===== config.mk =====
export PLATFORM = sky130hd
export DESIGN_NAME = mp3_feeder
export DESIGN_NICKNAME = d
export VERILOG_FILES = /design/src/rtl/mp3_feeder_pkg.sv /design/src/rtl/feeder_fifo.sv /design/src/rtl/mp3_feeder.sv
export SDC_FILE = /design/constraint.sdc
export NUM_CORES = 1
export LEC_CHECK = 0
export ABC_AREA = 0
export CORE_ASPECT_RATIO = 1.1
export CORE_UTILIZATION = 42
export CTS_CLUSTER_DIAMETER = 60
export DETAILED_ROUTE_END_ITERATION = 7
export DONT_BUFFER_PORTS = 1
export PLACE_DENSITY = 0.67
export SYNTH_ARGS = -nofsm -noshare
export SYNTH_HDL_FRONTEND = slang
export SYNTH_SLANG_ARGS = --single-unit

===== constraint.sdc =====
create_clock -name cpu_clock -period 3.2 [get_ports cpu_clock]
set_input_delay 0.48 -clock cpu_clock [delete_from_list [all_inputs] [get_ports cpu_clock]]
set_output_delay 0.48 -clock cpu_clock [all_outputs]
set_load 0.05 [all_outputs]

===== src/rtl/mp3_feeder_pkg.sv =====
// Shared constants and types for the MP3 data feeder.
// Holds the FSM state encoding and the default FIFO/burst sizes.
package mp3_feeder_pkg;

    typedef enum logic [1:0] {
        ST_IDLE  = 2'd0,
        ST_START = 2'd1,
        ST_GUARD = 2'd2,
        ST_WAIT  = 2'd3
    } feeder_state_e;

    localparam int DEF_AW    = 4;
    localparam int DEF_BURST = 32;

endpackage


===== src/rtl/feeder_fifo.sv =====
// Byte FIFO for the MP3 feeder.
// Ports: clk_i/rst_ni, flush_i, wr_i/wdata_i, rd_i/rdata_o,
//        count_o/empty_o/full_o (registered), overflow_o (sticky).
module feeder_fifo
    import mp3_feeder_pkg::*;
#(
    parameter int AW = DEF_AW
) (
    input  logic          clk_i,
    input  logic          rst_ni,
    input  logic          flush_i,
    input  logic          wr_i,
    input  logic [7:0]    wdata_i,
    input  logic          rd_i,
    output logic [7:0]    rdata_o,
    output logic [AW:0]   count_o,
    output logic          empty_o,
    output logic          full_o,
    output logic          overflow_o
);

    localparam logic [AW:0] DEPTH = {1'b1, {AW{1'b0}}};

    logic [7:0]  mem_q [2**AW];
    logic [AW:0] wptr_q, wptr_d;
    logic [AW:0] rptr_q, rptr_d;
    logic [AW:0] count_q, count_d;
    logic        empty_q, full_q;
    logic        ovf_q, ovf_d;
    logic        rd_ok, wr_ok;

    assign rd_ok = rd_i && !empty_q;
    // A pop in the same cycle frees the slot the write needs.
    assign wr_ok = wr_i && (!full_q || rd_ok);

    always_comb begin
        wptr_d = wptr_q + (wr_ok ? (AW+1)'(1) : '0);
        rptr_d = rptr_q + (rd_ok ? (AW+1)'(1) : '0);
        ovf_d  = ovf_q | (wr_i && !wr_ok);
        if (flush_i) begin
            // Coincident write is discarded silently.
            wptr_d = '0;
            rptr_d = '0;
            ovf_d  = 1'b0;
        end
        count_d = wptr_d - rptr_d;
    end

    always_ff @(posedge clk_i or negedge rst_ni) begin
        if (!rst_ni) begin
            wptr_q  <= '0;
            rptr_q  <= '0;
            count_q <= '0;
            empty_q <= 1'b1;
            full_q  <= 1'b0;
            ovf_q   <= 1'b0;
        end else begin
            wptr_q  <= wptr_d;
            rptr_q  <= rptr_d;
            count_q <= count_d;
            empty_q <= (count_d == '0);
            full_q  <= (count_d == DEPTH);
            ovf_q   <= ovf_d;
        end
    end

    always_ff @(posedge clk_i) begin
        if (wr_ok && !flush_i) begin
            mem_q[wptr_q[AW-1:0]] <= wdata_i;
        end
    end

    assign rdata_o    = mem_q[rptr_q[AW-1:0]];
    assign count_o    = count_q;
    assign empty_o    = empty_q;
    assign full_o     = full_q;
    assign overflow_o = ovf_q;

endmodule


===== src/rtl/mp3_feeder.sv =====
// Feeds bytes from a write FIFO to the MP3 data SPI while DREQ is high.
// Ports: write side (wr_stb/wr_data/flush), SPI side (md_din/md_start/md_rdy),
//        md_dreq (async), status (fifo_*, overflow, busy).
module mp3_feeder
    import mp3_feeder_pkg::*;
#(
    parameter int AW    = DEF_AW,
    parameter int BURST = DEF_BURST
) (
    input  logic          cpu_clock,
    input  logic          rst_n,
    input  logic          enable,
    input  logic          flush,
    input  logic          wr_stb,
    input  logic [7:0]    wr_data,
    input  logic          md_dreq,
    input  logic          md_rdy,
    output logic [7:0]    md_din,
    output logic          md_start,
    output logic          fifo_empty,
    output logic          fifo_full,
    output logic [AW:0]   fifo_count,
    output logic          overflow,
    output logic          busy
);

    localparam logic [7:0] BURST_M1 = 8'(BURST - 1);

    feeder_state_e state_q, state_d;
    logic [7:0]    burst_q, burst_d;
    logic [7:0]    din_q, din_d;
    logic [1:0]    dreq_sync_q;
    logic          dreq_s;
    logic          pop;
    logic [7:0]    fifo_rdata;

    assign dreq_s = dreq_sync_q[1];

    feeder_fifo #(
        .AW (AW)
    ) u_fifo (
        .clk_i      (cpu_clock),
        .rst_ni     (rst_n),
        .flush_i    (flush),
        .wr_i       (wr_stb),
        .wdata_i    (wr_data),
        .rd_i       (pop),
        .rdata_o    (fifo_rdata),
        .count_o    (fifo_count),
        .empty_o    (fifo_empty),
        .full_o     (fifo_full),
        .overflow_o (overflow)
    );

    always_comb begin
        state_d = state_q;
        burst_d = burst_q;
        din_d   = din_q;
        pop     = 1'b0;
        unique case (state_q)
            ST_IDLE: begin
                if (enable && dreq_s && !fifo_empty && md_rdy && !flush) begin
                    pop     = 1'b1;
                    din_d   = fifo_rdata;
                    burst_d = BURST_M1;
                    state_d = ST_START;
                end
            end
            ST_START: state_d = ST_GUARD;
            // spi2 may still show rdy=1 here; skip one cycle.
            ST_GUARD: state_d = ST_WAIT;
            ST_WAIT: begin
                if (md_rdy) begin
                    if (burst_q != 8'd0 && enable && !fifo_empty && !flush) begin
                        pop     = 1'b1;
                        din_d   = fifo_rdata;
                        burst_d = burst_q - 8'd1;
                        state_d = ST_START;
                    end else begin
                        state_d = ST_IDLE;
                    end
                end
            end
            default: state_d = ST_IDLE;
        endcase
    end

    always_ff @(posedge cpu_clock or negedge rst_n) begin
        if (!rst_n) begin
            state_q     <= ST_IDLE;
            burst_q     <= 8'd0;
            din_q       <= 8'd0;
            dreq_sync_q <= 2'b00;
        end else begin
            state_q     <= state_d;
            burst_q     <= burst_d;
            din_q       <= din_d;
            dreq_sync_q <= {dreq_sync_q[0], md_dreq};
        end
    end

    assign md_din   = din_q;
    assign md_start = (state_q == ST_START);
    assign busy     = (state_q != ST_IDLE);

endmodule

==> impl_metrics.env <==
export IMPL_status="finished with violations"
export IMPL_violations="negative setup slack"
export IMPL_synth_edf_count=128
export IMPL_worstReg2RegEnd="u_fifo.full_o$_DFF_PN0_"
export IMPL_drtIter0Drc=383
export IMPL_cts_clk_slew_worst_paths_ns=0.06
export IMPL_drive_above_1_share_pct=35.20
export IMPL_fillers=1218
export IMPL_setup_worst_path_start_class="register"
export IMPL_hp_class="in2reg"
export IMPL_design_core_area_um2=15920
export IMPL_dr_pass1_iters=4
export IMPL_clock_sink_count=166
export IMPL_routed_wl_um=13210
export IMPL_num_antenna_cells=0
export IMPL_cts_made_buffers=17
export IMPL_setup_viol=4
export IMPL_synthCells=410
export IMPL_vias_per_cell=5.329
export IMPL_htreeDepth=4
export IMPL_startpoint="burst_q[1]$_DFFE_PN0P_"
export IMPL_rr_worst_depth=14
export IMPL_grt_overflow=0
export IMPL_endpoint_kind="register"
export IMPL_ir_drop_mv=0.3984
export IMPL_rsz0062_at_grt="true"
export IMPL_min_path_cells=0
export IMPL_vias=3640
export IMPL_syn_nets=439
export IMPL_finalNetCount=499
export IMPL_ys_types=50
export IMPL_cap_violations=0
export IMPL_r2r_start="burst_q[1]$_DFFE_PN0P_"
export IMPL_worst_pin_slew_ns=0.6895
export IMPL_clockBufferDepth=2
export IMPL_power_density_nw_per_um2=657.4
export IMPL_cp_slowest_cell="fa_2"
export IMPL_cpPeakStageDelay_ns=0.54
export IMPL_hold_start="md_dreq"
export IMPL_synth_ff_type="edfxtp_1"
export IMPL_drc=0
export IMPL_dpl_hpwl_um=8212
export IMPL_cp_required_ns=3.54
export IMPL_cp_cell_sequence="inv_2, ha_4, or3b_4, o311a_4, nor2_4, o21ai_2, and2_4, ha_4, nand2b_4, ha_4, fa_2, inv_2, or3_4, nor3b_2"
export IMPL_die_w_um=124.6
export IMPL_ff2ff_setup_slack_ns=-0.16
export IMPL_grt_max_degree=39
export IMPL_layout_commonest_cell="edfxtp_1"
export IMPL_hold_end="dreq_sync_q[0]$_DFF_PN0_"
export IMPL_crit_type="reg2reg"
export IMPL_power_leakage_nw=2.947
export IMPL_grt_pass1_vias=3820
export IMPL_port_buffer_count=0
export IMPL_cp_max_fo=3
export IMPL_cts_root_buf="clkbuf_16"
export IMPL_most_common_layout_cells="edfxtp_1, buf_4, dfrtp_1, mux4_2, nand2_1"
export IMPL_syn_area_per_cell_um2=16.93
export IMPL_num_rows=48
export IMPL_cpMostUsedCell="ha_4"
export IMPL_antenna_found_initial=0
export IMPL_skew_ns=0.006223
export IMPL_clk_latency_ns=0.42
export IMPL_antenna_left=0
export IMPL_place_gp_congestion=0.7789
export IMPL_cts_tree="built"
export IMPL_slew_viol_final=0
export IMPL_grt_pass1_wl_um=20690
export IMPL_ys_seq_elements=166
export IMPL_ys_async_sr_fraction_pct=22.89
export IMPL_worst_slack_ns=-0.1644
export IMPL_fin_setup_tns_ns=-0.3986
export IMPL_grt_total_usage_pct=16.55
export IMPL_io_pins=33
export IMPL_min_period_ns=3.364
export IMPL_start_util_pct=43.62
export IMPL_instances_no_fill=683
export IMPL_synth_area_um2=6942
export IMPL_area_growth_pct=19.50
export IMPL_multi_input_area_um2=2096
export IMPL_hold_viol_final=0
export IMPL_maxSlewHeadroom_pct=53.61
export IMPL_dp_cells=633
export IMPL_routedWlPerCell_um=19.34
export IMPL_crit_arrival_ns=3.71
export IMPL_regArea_um2=4797
export IMPL_die_area_um2=17050
export IMPL_ys_warn_count=0
export IMPL_fmax_mhz=297.2
export IMPL_die_height_um=136.8
export IMPL_yosysSeqAreaShare_pct=69.09
export IMPL_finalCritPeriodShare_pct=105.1
[synth_stat cells, types with 2 or more instances]
| master | n | area [um2] |
|---|---|---|
| a21o_1 | 3 | 22.52 |
| xor2_1 | 5 | 43.79 |
| o22a_1 | 2 | 17.52 |
| o21ai_0 | 15 | 75.07 |
| xnor2_1 | 3 | 26.28 |
| dfrtp_1 | 37 | 925.9 |
| mux2_2 | 8 | 90.09 |
| or2_2 | 6 | 37.54 |
| buf_6 | 3 | 33.78 |
| nand3_1 | 5 | 25.02 |
| inv_1 | 17 | 63.81 |
| nor2_1 | 21 | 78.83 |
| nand2b_1 | 9 | 56.30 |
| a21oi_1 | 13 | 65.06 |
| buf_2 | 7 | 35.03 |
| nor3b_1 | 2 | 15.01 |
| mux4_2 | 32 | 720.7 |
| edfxtp_1 | 128 | 3844 |
| clkbuf_1 | 6 | 22.52 |
| nor3_1 | 3 | 15.01 |
| nor4_1 | 16 | 100.1 |
| nand2_1 | 22 | 82.58 |
| ha_1 | 13 | 162.7 |
| mux2i_1 | 8 | 80.08 |
[sequential cells by signal (all words and copies together) (netlist names)]
name / count
u_fifo.count_o: 5
u_fifo.wptr_q: 5
burst_q: 8
u_fifo.rptr_q: 5
u_fifo.empty_o: 1
u_fifo.full_o: 1
md_din: 8
u_fifo.overflow_o: 1
dreq_sync_q: 2
u_fifo.mem_q: 128
state_q: 2
[how the worst max path moves through the flow]
stage	to	slack (ns)	depth (start not counted)
finish	u_fifo.full_o$_DFF_PN0_	-0.16	14
global route	u_fifo.full_o$_DFF_PN0_	-0.27	16
CTS	u_fifo.full_o$_DFF_PN0_	-0.17	16
detailed placement	u_fifo.full_o$_DFF_PN0_	-0.25	16
global placement	u_fifo.full_o$_DFF_PN0_	-0.16	16
floorplan	u_fifo.full_o$_DFF_PN0_	-0.17	16
[cell type report]
class,count,share of cell area (%)
Timing Repair Buffer,60,5.837
Inverter,17,0.7692
Sequential cell,166,57.83
Multi-Input combinational cell,208,25.26
Clock buffer,18,5.173
Tap cell,200,3.017
Clock inverter,14,2.112
[routing by layer]
metal  track usage (%)  vias to the layer above  wire length, um  share of wire, %
li1                  -                     1706                -                 -
met1             19.87                     1858             5599                42
met2             28.64                       59             6973                53
met3             3.597                       17              383               2.9
met4             7.764                        0              252               1.9
met5                 0                        -                0                 0
[critical path: cells and delay by family (launching register included)]
kind / cells / cell delay (ns)
AO/OA/AOI/OAI: 2 / 0.42
adder cells (fa/ha/maj): 4 / 1.11
flip-flops: 1 / 0.39
buffers and inverters: 2 / 0.12
AND/OR/NAND/NOR: 6 / 1.26
[through the flow]
step                      cell area [um2]  worst slack, ns  hold WS [ns]  utilization [%]  power (mW)
after floorplan                      6992          -0.1659        0.1844                -       3.213
after global placement               7430          -0.1615        0.1852            46.68       3.336
after detailed placement             7430          -0.2466        0.1852            46.68       3.365
after CTS                            8269          -0.1710       0.06513            51.96       5.491
after global routing                 8295          -0.2730       0.06593            52.12       5.664
final                                8295          -0.1644       0.08194            52.12       5.454
[logic make-up after synthesis]
| group | synth area share [%] |
|---|---|
| flops | 69.09 |
| simple gates | 6.922 |
| mux | 12.83 |
| compound gates | 4.398 |
| buf+inv | 2.776 |
| fa+ha+maj | 2.632 |
| xor+xnor | 1.352 |
[report_power, final]
part | switching [mW] | internal, mW
combinational | 0.399 | 0.282
clock | 0.832 | 1.24
sequential | 0.259 | 2.44
total | 1.49 | 3.96
[what timing repair did]
| item | 4_1_cts | 5_1_grt |
|---|---|---|
| hold buffers | 2 | 0 |
| resized for setup | 17 | 7 |
| pin swaps | 7 | 2 |
| setup buffers | 18 | 0 |
| setup endpoints to repair | 4 | 6 |
| hold endpoints to repair | 38 | 0 |
Power figures use the tool's default switching activity.
